**src/rtl/pg_carry_resolver.sv**
```systemverilog
// Two-stage carry resolver: S1 registers p/g plus 4-bit group P/G, S2 resolves carries.
// Optional feature macro: PG_RESOLVER_OVF_EN (registers signed overflow; otherwise ovf = 0).
module pg_carry_resolver #(
    parameter int unsigned WIDTH = 16
) (
    input  logic             clk,
    input  logic             rst_n,
    input  logic             in_valid,
    output logic             in_ready,
    input  logic [WIDTH-1:0] p_in,
    input  logic [WIDTH-1:0] g_in,
    input  logic             cin,
    output logic             out_valid,
    input  logic             out_ready,
    output logic [WIDTH-1:0] sum,
    output logic             cout,
    output logic             ovf
);

    localparam int NG = int'(WIDTH / 4);

    logic             in_fire;
    logic             s2_load;

    logic             s1_valid_d, s1_valid_q;
    logic [WIDTH-1:0] s1_p_d, s1_p_q;
    logic [WIDTH-1:0] s1_g_d, s1_g_q;
    logic             s1_cin_d, s1_cin_q;
    logic [NG-1:0]    s1_gp_d, s1_gp_q;
    logic [NG-1:0]    s1_gg_d, s1_gg_q;

    logic             out_valid_d, out_valid_q;
    logic [WIDTH-1:0] sum_d, sum_q;
    logic             cout_d, cout_q;

    logic [NG:0]      gc;
    logic [WIDTH:0]   c;

    // Ready never looks at in_valid, so upstream may gate valid on ready safely.
    assign in_ready = !s1_valid_q || !out_valid_q || out_ready;
    assign in_fire  = in_valid && in_ready;
    assign s2_load  = s1_valid_q && (!out_valid_q || out_ready);

    always_comb begin
        s1_gp_d = s1_gp_q;
        s1_gg_d = s1_gg_q;
        s1_p_d   = s1_p_q;
        s1_g_d   = s1_g_q;
        s1_cin_d = s1_cin_q;
        if (in_fire) begin
            s1_p_d   = p_in;
            s1_g_d   = g_in;
            s1_cin_d = cin;
            for (int k = 0; k < NG; k++) begin
                s1_gp_d[k] = &p_in[4*k +: 4];
                s1_gg_d[k] = g_in[4*k+3]
                           | (p_in[4*k+3] & g_in[4*k+2])
                           | (p_in[4*k+3] & p_in[4*k+2] & g_in[4*k+1])
                           | (p_in[4*k+3] & p_in[4*k+2] & p_in[4*k+1] & g_in[4*k]);
            end
        end
        if (in_fire) begin
            s1_valid_d = 1'b1;
        end else if (s2_load) begin
            s1_valid_d = 1'b0;
        end else begin
            s1_valid_d = s1_valid_q;
        end
    end

    // Group carries as flat sum-of-products over GG/GP, so no carry crosses groups serially.
    always_comb begin
        logic prod;
        gc    = '0;
        prod  = 1'b1;
        gc[0] = s1_cin_q;
        for (int k = 0; k < NG; k++) begin
            prod = 1'b1;
            for (int j = k; j >= 0; j--) begin
                gc[k+1] = gc[k+1] | (s1_gg_q[j] & prod);
                prod    = prod & s1_gp_q[j];
            end
            gc[k+1] = gc[k+1] | (prod & s1_cin_q);
        end
    end

    always_comb begin
        logic prod;
        c    = '0;
        prod = 1'b1;
        for (int k = 0; k < NG; k++) begin
            c[4*k] = gc[k];
            for (int i = 0; i < 4; i++) begin
                prod = 1'b1;
                for (int j = i; j >= 0; j--) begin
                    c[4*k+i+1] = c[4*k+i+1] | (s1_g_q[4*k+j] & prod);
                    prod       = prod & s1_p_q[4*k+j];
                end
                c[4*k+i+1] = c[4*k+i+1] | (prod & gc[k]);
            end
        end
    end

    always_comb begin
        sum_d  = sum_q;
        cout_d = cout_q;
        if (s2_load) begin
            sum_d  = s1_p_q ^ c[WIDTH-1:0];
            cout_d = c[WIDTH];
        end
        if (s2_load) begin
            out_valid_d = 1'b1;
        end else if (out_ready) begin
            out_valid_d = 1'b0;
        end else begin
            out_valid_d = out_valid_q;
        end
    end

    always_ff @(posedge clk or negedge rst_n) begin
        if (!rst_n) begin
            s1_valid_q  <= 1'b0;
            s1_p_q      <= '0;
            s1_g_q      <= '0;
            s1_cin_q    <= 1'b0;
            s1_gp_q     <= '0;
            s1_gg_q     <= '0;
            out_valid_q <= 1'b0;
            sum_q       <= '0;
            cout_q      <= 1'b0;
        end else begin
            s1_valid_q  <= s1_valid_d;
            s1_p_q      <= s1_p_d;
            s1_g_q      <= s1_g_d;
            s1_cin_q    <= s1_cin_d;
            s1_gp_q     <= s1_gp_d;
            s1_gg_q     <= s1_gg_d;
            out_valid_q <= out_valid_d;
            sum_q       <= sum_d;
            cout_q      <= cout_d;
        end
    end

`ifdef PG_RESOLVER_OVF_EN
    logic ovf_d, ovf_q;

    always_comb begin
        ovf_d = ovf_q;
        if (s2_load) begin
            ovf_d = c[WIDTH] ^ c[WIDTH-1];
        end
    end

    always_ff @(posedge clk or negedge rst_n) begin
        if (!rst_n) begin
            ovf_q <= 1'b0;
        end else begin
            ovf_q <= ovf_d;
        end
    end

    assign ovf = ovf_q;
`else
    assign ovf = 1'b0;
`endif

    assign out_valid = out_valid_q;
    assign sum       = sum_q;
    assign cout      = cout_q;

endmodule

```
**config.mk**
```make
export PLATFORM = sky130hd
export DESIGN_NAME = pg_carry_resolver
export DESIGN_NICKNAME = d
export VERILOG_FILES = /design/src/rtl/pg_carry_resolver.sv
export SDC_FILE = /design/constraint.sdc
export NUM_CORES = 1
export LEC_CHECK = 0
export ABC_AREA = 1
export CORE_UTILIZATION = 50
export CTS_CLUSTER_SIZE = 40
export DETAILED_ROUTE_END_ITERATION = 8
export GPL_ROUTABILITY_DRIVEN = 0
export GPL_TIMING_DRIVEN = 0
export PLACE_DENSITY = 0.79
export SETUP_SLACK_MARGIN = 0.3
export SYNTH_ARGS = -nofsm -noshare
export SYNTH_HDL_FRONTEND = slang
export SYNTH_SLANG_ARGS = --single-unit
export TNS_END_PERCENT = 5
```
**constraint.sdc**
```tcl
create_clock -name clk -period 1.65 [get_ports clk]
set_clock_uncertainty 0.2 [all_clocks]
set_input_delay 0.2475 -clock clk [delete_from_list [all_inputs] [get_ports clk]]
set_output_delay 0.2475 -clock clk [all_outputs]
set_load 0.05 [all_outputs]
```
==> run_results.csv, run 1 <==
group,metric,value,unit
worst_setup_path,max_stage_delay,0.44,ns
detailed_routing,top_layer,"met4",
clocking,htree_levels,2,
timing,tightest_slew,0.6321,ns
clocking,cts_tree,"done",
synthesis,ys_warn_count,0,
timing,fin_crit_sh,0.9733,
clocking,clockBufferDepth,2,
detailed_routing,dr_wl_met2,2967,µm
synthesis,yosysTopAreaCell,"dfrtp_1",
worst_setup_path,r2r-start,"out_valid$_DFFE_PN0P_",
synthesis,synth.distinct_cells,27,
detailed_routing,drt-total-wl,6092,µm
timing,rsz0062_at_grt,"true",
floorplan,die_y,74.01,µm
synthesis,synth_edf_count,0,
worst_setup_path,crit_buf_inv,2,
worst_setup_path,cp-start-kind,"flop",
cells_and_area,layout-drive-gt1-share,0.1843,
synthesis,synth_seq_area_share,0.5309,
synthesis,syn_area_per_cell,8.026,µm²
global_routing,antenna_found_initial,0,
detailed_routing,drc,0,
worst_setup_path,cp-startpoint,"out_valid$_DFFE_PN0P_",
timing,hold_viol_final,0,
timing,finalMaxSlewViolations,0,
detailed_routing,wl_met3,310,µm
floorplan,initial_core_util,0.5347,
synthesis,synthCells,323,
min_path,min_from,"out_ready",
synthesis,syn_nets,364,
synthesis,synthFlopType,"dfrtp_1",
floorplan,core_area,0.004848,mm²
timing,fmax,622.7,MHz
worst_setup_path,critPathSlowestCell,"dfrtp_2",
timing,max_slew_margin,0.5786,
clocking,cts_buffers,5,
placed_design,place_hpwl,4206,µm
worst_setup_path,critPathCaptureType,"output port",
clocking,cts.sinks,55,
synthesis,ys_ff_latch,55,
power,ir_worst_vdd,0.7262,mV
placed_design,portBuffers,55,
global_routing,track_usage,0.2340,
synthesis,synth_fa_ha_area_frac,0.01931,
floorplan,rows,25,
timing,fin_crit,1.606,ns
cells_and_area,stdcell_area,0.003531,mm²
synthesis,yosys.area_share.simple,0.2679,
synthesis,synth_top_family_by_area,"simple AND/OR/NAND/NOR gates",
detailed_routing,vias_per_cell,4.998,
power,total_power,3.899,mW
global_routing,grt_pass1_vias,2145,
clocking,cts-root-buf,"clkbuf_8",
detailed_routing,detail-route-antenna-nets,0,
cells_and_area,antenna_cells,0,
detailed_routing,first_iter_violations,169,
synthesis,synth_top_area_frac,0.5309,
worst_setup_path,worstSetupPathType,"reg -> out",
power,pwr_density_cell,1104,mW/mm²
detailed_routing,wl_per_cell,13.16,µm
worst_setup_path,cp_cell_sequence,"nand2_4 > nor2_4 > inv_2 > buf_8",
floorplan,boundaryPins,57,
cells_and_area,fin_util,0.7283,
global_routing,overflow,0,
synthesis,synthMuxAreaShare,0,
floorplan,die_w,74.01,µm
floorplan,die-area,0.005477,mm²
synthesis,ys_async_sr_fraction,1.000,
synthesis,synth_xor_area_frac,0.01689,
worst_setup_path,worstPathRequired,1.20,ns
detailed_routing,first_pass_iters,4,
run,maxCapViolations,0,
power,leakagePower,1.758,nW
detailed_routing,drt-met1-wl,2728,µm
cells_and_area,nNetsFinal,437,
clocking,clk_latency,0.30,ns
synthesis,synth_area_leaders,"dfrtp_1 53%, nand2_1 20%, inv_1 3.8%, o21ai_1 3.7%, nand3_1 3.5%",
timing,setup_viol_count_final,0,
worst_setup_path,path_delay_family,"flip-flops",
synthesis,synth-compound-area-share,0.09122,
run_status,outcome,"completed",
worst_setup_path,cp.arrival,1.16,ns
global_routing,grt_max_degree,29,
detailed_routing,vias,2314,
timing,tns,0,ns
global_routing,grt_pass1_wl,9535,µm
cells_and_area,syn_to_final_growth,36.20,%
worst_setup_path,crit_fanout,3,
clocking,path_clk_slew,0.09,ns
synthesis,syn-cell-area,0.002592,mm²
min_path,min_path_type,"in -> reg",
placed_design,place_area,0.003251,mm²
logic make-up (layout without fill, tap and decap cells):
logic type	count (synthesis)	count (layout)
AOI/OAI and AO/OA	44	44
xor gates and xnor gates	5	5
adders and majority gates	4	4
buffers and inverters	41	114
DFF	55	55
other	1	1
and+or+nand+nor	173	173
through the flow:
stage	setup slack (ns)	std cells	hold WS (ns)
after detailed placement	-0.5553	446	0.1074
after floorplan	0.1589	323	-0.2481
after global placement	-1.732	445	0.2562
final	0.04400	463	0.1566
after CTS	0.06219	458	0.2815
after global routing	-0.005942	463	0.1791
report_power, final:
| group | total (mW) | switching, mW | leakage (nW) | internal, mW |
|---|---|---|---|---|
| registers | 1.75 | 0.168 | 0.668 | 1.58 |
| logic | 1.45 | 0.921 | 1.05 | 0.529 |
| clock network | 0.697 | 0.404 | 0.0383 | 0.294 |
| total | 3.90 | 1.49 | 1.76 | 2.41 |
cell type report:
type | count | area, µm²
Multi-Input combinational cell | 227 | 1094
Tap cell | 67 | 83.83
Clock buffer | 7 | 76.32
Buffer | 11 | 97.59
Fill cell | 361 | 1318
Inverter | 30 | 112.6
Sequential cell | 55 | 1378
Timing Repair Buffer | 66 | 689.4
worst register-to-register path, stage by stage (launching register included):
cell and delay (ns):
dfrtp_2 0.46, nand2_4 0.09, nor2_4 0.05, buf_6 0.11, nor2_4 0.17, buf_6 0.17
clkbuf_16 0.16, nand2_2 0.04, o21ai_1 0.07
metal layers:
metal,GRT usage,up-vias
met5,0,-
met4,0.09402,0
met3,0.03523,9
met2,0.3929,62
met1,0.3058,1089
li1,-,1154
sequential cells by signal (all words and copies together), names as in the netlist:
name,cells
s1_gg_q,3
cout,1
s1_cin_q,1
out_valid,1
s1_gp_q,3
sum,16
s1_valid_q,1
s1_p_q,16
s1_g_q,13
path summary, 6_finish.rpt:
check	cells after the start	slack (ns)	end
max in group asynchronous	3	0.40	s1_g_q[12]$_DFFE_PN0P_
hold / removal	5	0.16	out_valid$_DFFE_PN0P_
min in group asynchronous	2	0.29	s1_g_q[1]$_DFFE_PN0P_
hold reg to reg	2	0.28	sum[4]$_DFFE_PN0P_
setup / recovery	4	0.04	in_ready
setup reg to reg	8	0.05	s1_g_q[10]$_DFFE_PN0P_
layout by cell type (no fill, tap or decap), types with 7 or more instances in the layout:
cell	synthesis	final
nor2_1	13	11
o21ai_1	19	17
clkdlybuf4s50_1	0	34
nand2_1	135	125
dfrtp_1	55	54
nand2_2	2	11
a21oi_1	12	12
buf_4	1	7
inv_1	26	25
clkdlybuf4s15_2	0	16
nand3_1	18	18
o21ai_0	7	7
what timing repair did:
action / 4_1_cts / 5_1_grt
hold buffers: 1 / 0
gates cloned: 1 / 2
hold endpoints to repair: 27 / 0
resized for setup: 71 / 29
setup buffers: 3 / 3
endpoints found under the setup margin: 71 / 99
pin swaps: 1 / 3
cell usage after synthesis, types with 2 or more instances:
library cell    n
inv_2           4
o211ai_1        2
a21oi_1        12
nand2_1       135
nand2_2         2
dfrtp_1        55
nand4_1         2
xor2_1          5
buf_6           3
o21ai_0         7
buf_2           5
ha_1            4
o21ai_1        19
nor2_1         13
nand3_1        18
inv_1          26
Note: power is estimated with default switching activity, not from simulation.
==> inputs of run 2 (changes only) <==
- CAP_MARGIN: not set -> 5
- SKIP_CTS_REPAIR_TIMING: not set -> 1
- TNS_END_PERCENT: 5 -> not set
==> run 2 against run 1 <==
  * Global-route usage rose by 0.97 points
  * Clock power rose by 21%
  * Via count rose by 8.6%
  * Sequential cell count did not move
  * Total power rose by 12%
  * Non-clock buffer count rose by 10
  * Utilization rose by 7.3 points
  * Routed wire length rose by 21%
  * Critical path type is now reg -> reg
==> run_results.csv, run 2 (synthesis results as in run 1) <==
group,metric,value,unit
clocking,cts_buffers,5,
floorplan,initial_core_util,0.5347,
timing,tightest_slew,0.5152,ns
clocking,htree_levels,2,
clocking,path_clk_slew,0.10,ns
cells_and_area,fin_util,0.8010,
cells_and_area,fillers,301,
power,leakagePower,1.968,nW
global_routing,antenna_found_initial,0,
timing,finalMaxSlewViolations,0,
power,pwr_density_cell,1121,mW/mm²
floorplan,die-area,0.005477,mm²
worst_setup_path,critPathCapture,"sum[1]$_DFFE_PN0P_",
cells_and_area,layout.cells.non_filler,474,
run_status,outcome,"completed",
cells_and_area,layout_commonest_cell,"nand2_1",
global_routing,grt_max_degree,34,
run,maxCapViolations,0,
cells_and_area,nNetsFinal,447,
detailed_routing,drc,0,
detailed_routing,vias,2512,
worst_setup_path,crit_buf_inv,2,
power,ir_worst_vdd,0.9542,mV
floorplan,die_w,74.01,µm
worst_setup_path,cp.arrival,1.61,ns
timing,hold_viol_final,0,
timing,setup_viol_count_final,0,
cells_and_area,layout-drive-gt1-share,0.2850,
worst_setup_path,path_delay_family,"flip-flops",
min_path,min_path_type,"in -> reg",
cells_and_area,syn_to_final_growth,49.81,%
floorplan,boundaryPins,57,
floorplan,die_y,74.01,µm
detailed_routing,wl_per_cell,15.61,µm
worst_setup_path,max_stage_delay,0.42,ns
detailed_routing,first_iter_violations,168,
clocking,cts_tree,"done",
worst_setup_path,cp.depth,6,
placed_design,place_hpwl,4305,µm
timing,rsz0062_at_grt,"true",
worst_setup_path,worstPathRequired,1.65,ns
placed_design,place_ws,-0.5576,ns
timing,timing.hold.ws,0.1334,ns
cells_and_area,antenna_cells,0,
worst_setup_path,r2r-start,"s1_cin_q$_DFFE_PN0P_",
timing,max_slew_margin,0.6566,
worst_setup_path,cp-start-kind,"flop",
clocking,cts-root-buf,"clkbuf_8",
cells_and_area,layout_common_cells,"105 x nand2_1, 54 x dfrtp_1, 34 x clkdlybuf4s50_1",
global_routing,grt_pass1_vias,2134,
worst_setup_path,cp_common_cell,"buf_4",
worst_setup_path,reg2reg_depth,6,
worst_setup_path,cp-startpoint,"s1_cin_q$_DFFE_PN0P_",
detailed_routing,drt-total-wl,7399,µm
floorplan,core_area,0.004848,mm²
worst_setup_path,reg2reg_to,"sum[1]$_DFFE_PN0P_",
worst_setup_path,worstSetupPathType,"reg -> reg",
timing,fin_crit,1.609,ns
worst_setup_path,critPathCaptureType,"flop",
placed_design,dp_cells,446,
global_routing,grt_pass1_wl,9963,µm
clocking,clk_latency,0.32,ns
global_routing,track_usage,0.2436,
timing,layout_setup_ws,0.04089,ns
global_routing,overflow,0,
detailed_routing,vias_per_cell,5.300,
worst_setup_path,critPathSlowestCell,"dfrtp_1",
detailed_routing,first_pass_iters,4,
cells_and_area,stdcell_area,0.003884,mm²
placed_design,place_area,0.003266,mm²
detailed_routing,detail-route-antenna-nets,0,
worst_setup_path,r2r_slack,0.04,ns
worst_setup_path,cp_cell_sequence,"buf_4 > buf_4 > ha_1 > nor2_1 > xor2_1 > o21ai_1",
timing,fmax,621.5,MHz
placed_design,portBuffers,55,
floorplan,rows,25,
clocking,cts.sinks,55,
worst_setup_path,crit_fanout,3,
timing,fin_crit_sh,0.9752,
clocking,clockBufferDepth,2,
==> run 2: changes by cell type in the layout (fill, tap and decap cells not counted), moves of 6 or more <==
| cell | previous run | this run |
|---|---|---|
| buf_6 | 5 | 28 |
| clkdlybuf4s15_2 | 16 | 0 |
| nand2_1 | 125 | 105 |
| nand2_2 | 11 | 17 |
| nand2_4 | 1 | 15 |
| o21ai_1 | 17 | 10 |
| o21ai_2 | 2 | 10 |
==> run 2: stage by stage <==
step	TNS, ns	power (mW)
2_1_floorplan	0	2.664
3_3_place_gp	-87.44	3.148
3_5_place_dp	-6.166	3.190
4_1_cts	-5.711	4.008
5_1_grt	-0.06925	4.546
6_report	0	4.352
==> run 2: metal layers <==
metal	GRT usage	part of all wire
met2	0.4051	0.53
met5	0	0
met4	0.06838	0.029
met1	0.3289	0.39
met3	0.04472	0.053
==> run 2: cell type report <==
type                    count  area (µm²)  share of cell area
repair buffers             76       824.5              0.2123
clock buffers               7       96.34             0.02481
inverters                  30       112.6             0.02899
flip-flops and latches     55        1378              0.3547
clock inverters             1       7.507            0.001933
well taps                  67       83.83             0.02159
plain buffers              11       123.9             0.03189
multi-input cells         227        1257              0.3238
==> run 2: worst min-delay path by stage <==
stage	startpoint	end	cells after the start	slack, ns
after floorplan	rst_n	cout$_DFFE_PN0P_	0	-0.25
after global placement	s1_g_q[15]$_DFFE_PN0P_	s1_g_q[15]$_DFFE_PN0P_	2	0.26
after detailed placement	rst_n	s1_g_q[14]$_DFFE_PN0P_	1	0.05
after CTS	rst_n	s1_g_q[14]$_DFFE_PN0P_	1	-0.29
after global routing	out_ready	out_valid$_DFFE_PN0P_	5	0.17
final	out_ready	out_valid$_DFFE_PN0P_	5	0.13
==> run 2: power by group <==
group	switching [mW]	internal, mW	leakage [nW]
Combinational	1.03	0.694	1.25
Sequential	0.207	1.58	0.668
Clock	0.458	0.383	0.0505
Total	1.69	2.66	1.97
==> run 2: worst register-to-register path: stages (launching register included) <==
cell and delay, ns:
dfrtp_1 0.42, buf_4 0.15, buf_4 0.13, ha_1 0.18
nor2_1 0.13, xor2_1 0.20, o21ai_1 0.09
==> inputs of run 3 (changes only) <==
- SLEW_MARGIN: not set -> 20
==> run 3 against run 2 <==
  * Register-to-register slack improved by 0.02 ns
  * Sequential power about the same
  * Critical endpoint is now sum[9]$_DFFE_PN0P_
  * Combinational power about the same
  * Design area increased by 1.1%
==> run_results.csv, run 3 (synthesis results as in run 1) <==
group,metric,value,unit
worst_setup_path,cp.arrival,1.59,ns
run_status,outcome,"completed",
power,pwr_density_cell,1092,mW/mm²
worst_setup_path,worstSetupPathType,"reg -> reg",
power,p_clk_frac,0.171,
detailed_routing,vias,2574,
cells_and_area,multi_input_area,0.001335,mm²
floorplan,boundaryPins,57,
power,internal_power,2.595,mW
clocking,cts_buffers,5,
detailed_routing,drt-total-wl,7613,µm
timing,fin_crit_sh,0.9644,
placed_design,portBuffers,55,
placed_design,place_hpwl,4189,µm
global_routing,grt_max_degree,56,
detailed_routing,first_iter_violations,176,
worst_setup_path,cp-start-kind,"flop",
global_routing,antenna_found_initial,0,
detailed_routing,first_pass_iters,5,
cells_and_area,fillers,285,
global_routing,track_usage,0.2445,
clocking,path_clk_slew,0.09,ns
timing,max_slew_margin,0.5363,
power,ir_worst_vdd,0.8874,mV
clocking,clockBufferDepth,2,
cells_and_area,fin_util,0.8101,
timing,timing.hold.ws,0.04314,ns
cells_and_area,layout-drive-gt1-share,0.3226,
cells_and_area,final-seq-area,0.001378,mm²
cells_and_area,syn_to_final_growth,51.50,%
global_routing,grt_pass1_wl,9956,µm
worst_setup_path,critPathCaptureType,"flop",
timing,fmax,628.4,MHz
clocking,clk_latency,0.31,ns
floorplan,die-area,0.005477,mm²
cells_and_area,layout_commonest_cell,"nand2_1",
cells_and_area,nNetsFinal,443,
floorplan,rows,25,
worst_setup_path,reg2reg_to,"sum[9]$_DFFE_PN0P_",
clocking,cts_tree,"done",
floorplan,initial_core_util,0.5347,
detailed_routing,vias_per_cell,5.477,
power,seq_power_share,0.421,
global_routing,overflow,0,
clocking,htree_levels,2,
worst_setup_path,cp-startpoint,"s1_cin_q$_DFFE_PN0P_",
worst_setup_path,r2r-start,"s1_cin_q$_DFFE_PN0P_",
power,power.share.combinational,0.409,
timing,rsz0062_at_grt,"true",
min_path,min_path_type,"in -> reg",
timing,finalMaxSlewViolations,0,
run,maxCapViolations,0,
timing,fin_crit,1.591,ns
power,leakagePower,1.955,nW
floorplan,die_y,74.01,µm
timing,hold_viol_final,0,
worst_setup_path,reg2reg_depth,8,
timing,setup_viol_count_final,0,
detailed_routing,detail-route-antenna-nets,0,
detailed_routing,wl_per_cell,16.20,µm
timing,tightest_slew,0.6955,ns
global_routing,grt_pass1_vias,2161,
floorplan,core_area,0.004848,mm²
cells_and_area,layout_common_cells,"91 x nand2_1, 54 x dfrtp_1, 34 x clkdlybuf4s50_1",
power,switching_power,1.694,mW
worst_setup_path,crit_fanout,3,
clocking,cts-root-buf,"clkbuf_8",
detailed_routing,drc,0,
power,p_sw_frac,0.3950,
worst_setup_path,worstPathRequired,1.65,ns
clocking,cts.sinks,55,
cells_and_area,antenna_cells,0,
worst_setup_path,critPathCapture,"sum[9]$_DFFE_PN0P_",
worst_setup_path,r2r_slack,0.06,ns
floorplan,die_w,74.01,µm
[run 3: routing by layer]
layer  part of all wire  track usage  wire length (µm)  vias up
met2               0.51       0.4152              3901      132
met5                  0            0                 0        -
met3              0.069      0.04743               524       32
met4              0.035      0.09188               268        0
li1                   -            -                 -     1174
met1               0.38       0.3108              2918     1236
[run 3: metrics by stage]
step / TNS [ns] / cells / total power, mW / area, µm² / setup slack [ns]
floorplan: 0 / 323 / 2.664 / 2616 / 0.1590
global placement: -87.44 / 445 / 3.148 / 3251 / -1.686
detailed placement: -6.052 / 445 / 3.186 / 3248 / -0.5552
CTS: -5.645 / 453 / 3.907 / 3329 / -0.5673
global route: -0.03068 / 470 / 4.498 / 3928 / -0.01841
finish: 0 / 470 / 4.290 / 3928 / 0.05870
[run 3: worst min path at each step]
stage / start / end / slack (ns) / cells past startpoint
2_1_floorplan: rst_n / cout$_DFFE_PN0P_ / -0.25 / 0
3_3_place_gp: s1_g_q[15]$_DFFE_PN0P_ / s1_g_q[15]$_DFFE_PN0P_ / 0.26 / 2
3_5_place_dp: rst_n / s1_g_q[14]$_DFFE_PN0P_ / 0.14 / 1
4_1_cts: rst_n / s1_g_q[14]$_DFFE_PN0P_ / -0.20 / 1
5_1_grt: out_ready / out_valid$_DFFE_PN0P_ / 0.08 / 4
6_report: out_ready / out_valid$_DFFE_PN0P_ / 0.04 / 4
[run 3: worst max-delay path, stage by stage, from the launching register on]
cell,delay (ns)
dfrtp_1,0.41
nand2_2,0.08
nand2_2,0.10
nand2_1,0.11
nand2_2,0.08
ha_2,0.18
nor2_2,0.10
xor2_1,0.16
o21ai_1,0.07
[run 3: power groups by stage]
stage	Combinational [mW]	Sequential, mW	Clock, mW
finish	1.75	1.80	0.732
detailed placement	1.41	1.77	0
CTS	1.42	1.75	0.740
global placement	1.38	1.77	0
floorplan	0.485	2.18	0
global route	1.88	1.83	0.792
[run 3: area by class of cell]
cell class / count / share of cell area
Sequential cell: 55 / 0.3507
Multi-Input combinational cell: 227 / 0.3399
Timing Repair Buffer: 72 / 0.2042
Buffer: 11 / 0.03377
Inverter: 30 / 0.02931
Tap cell: 67 / 0.02134
Clock buffer: 7 / 0.01943
Clock inverter: 1 / 0.001274
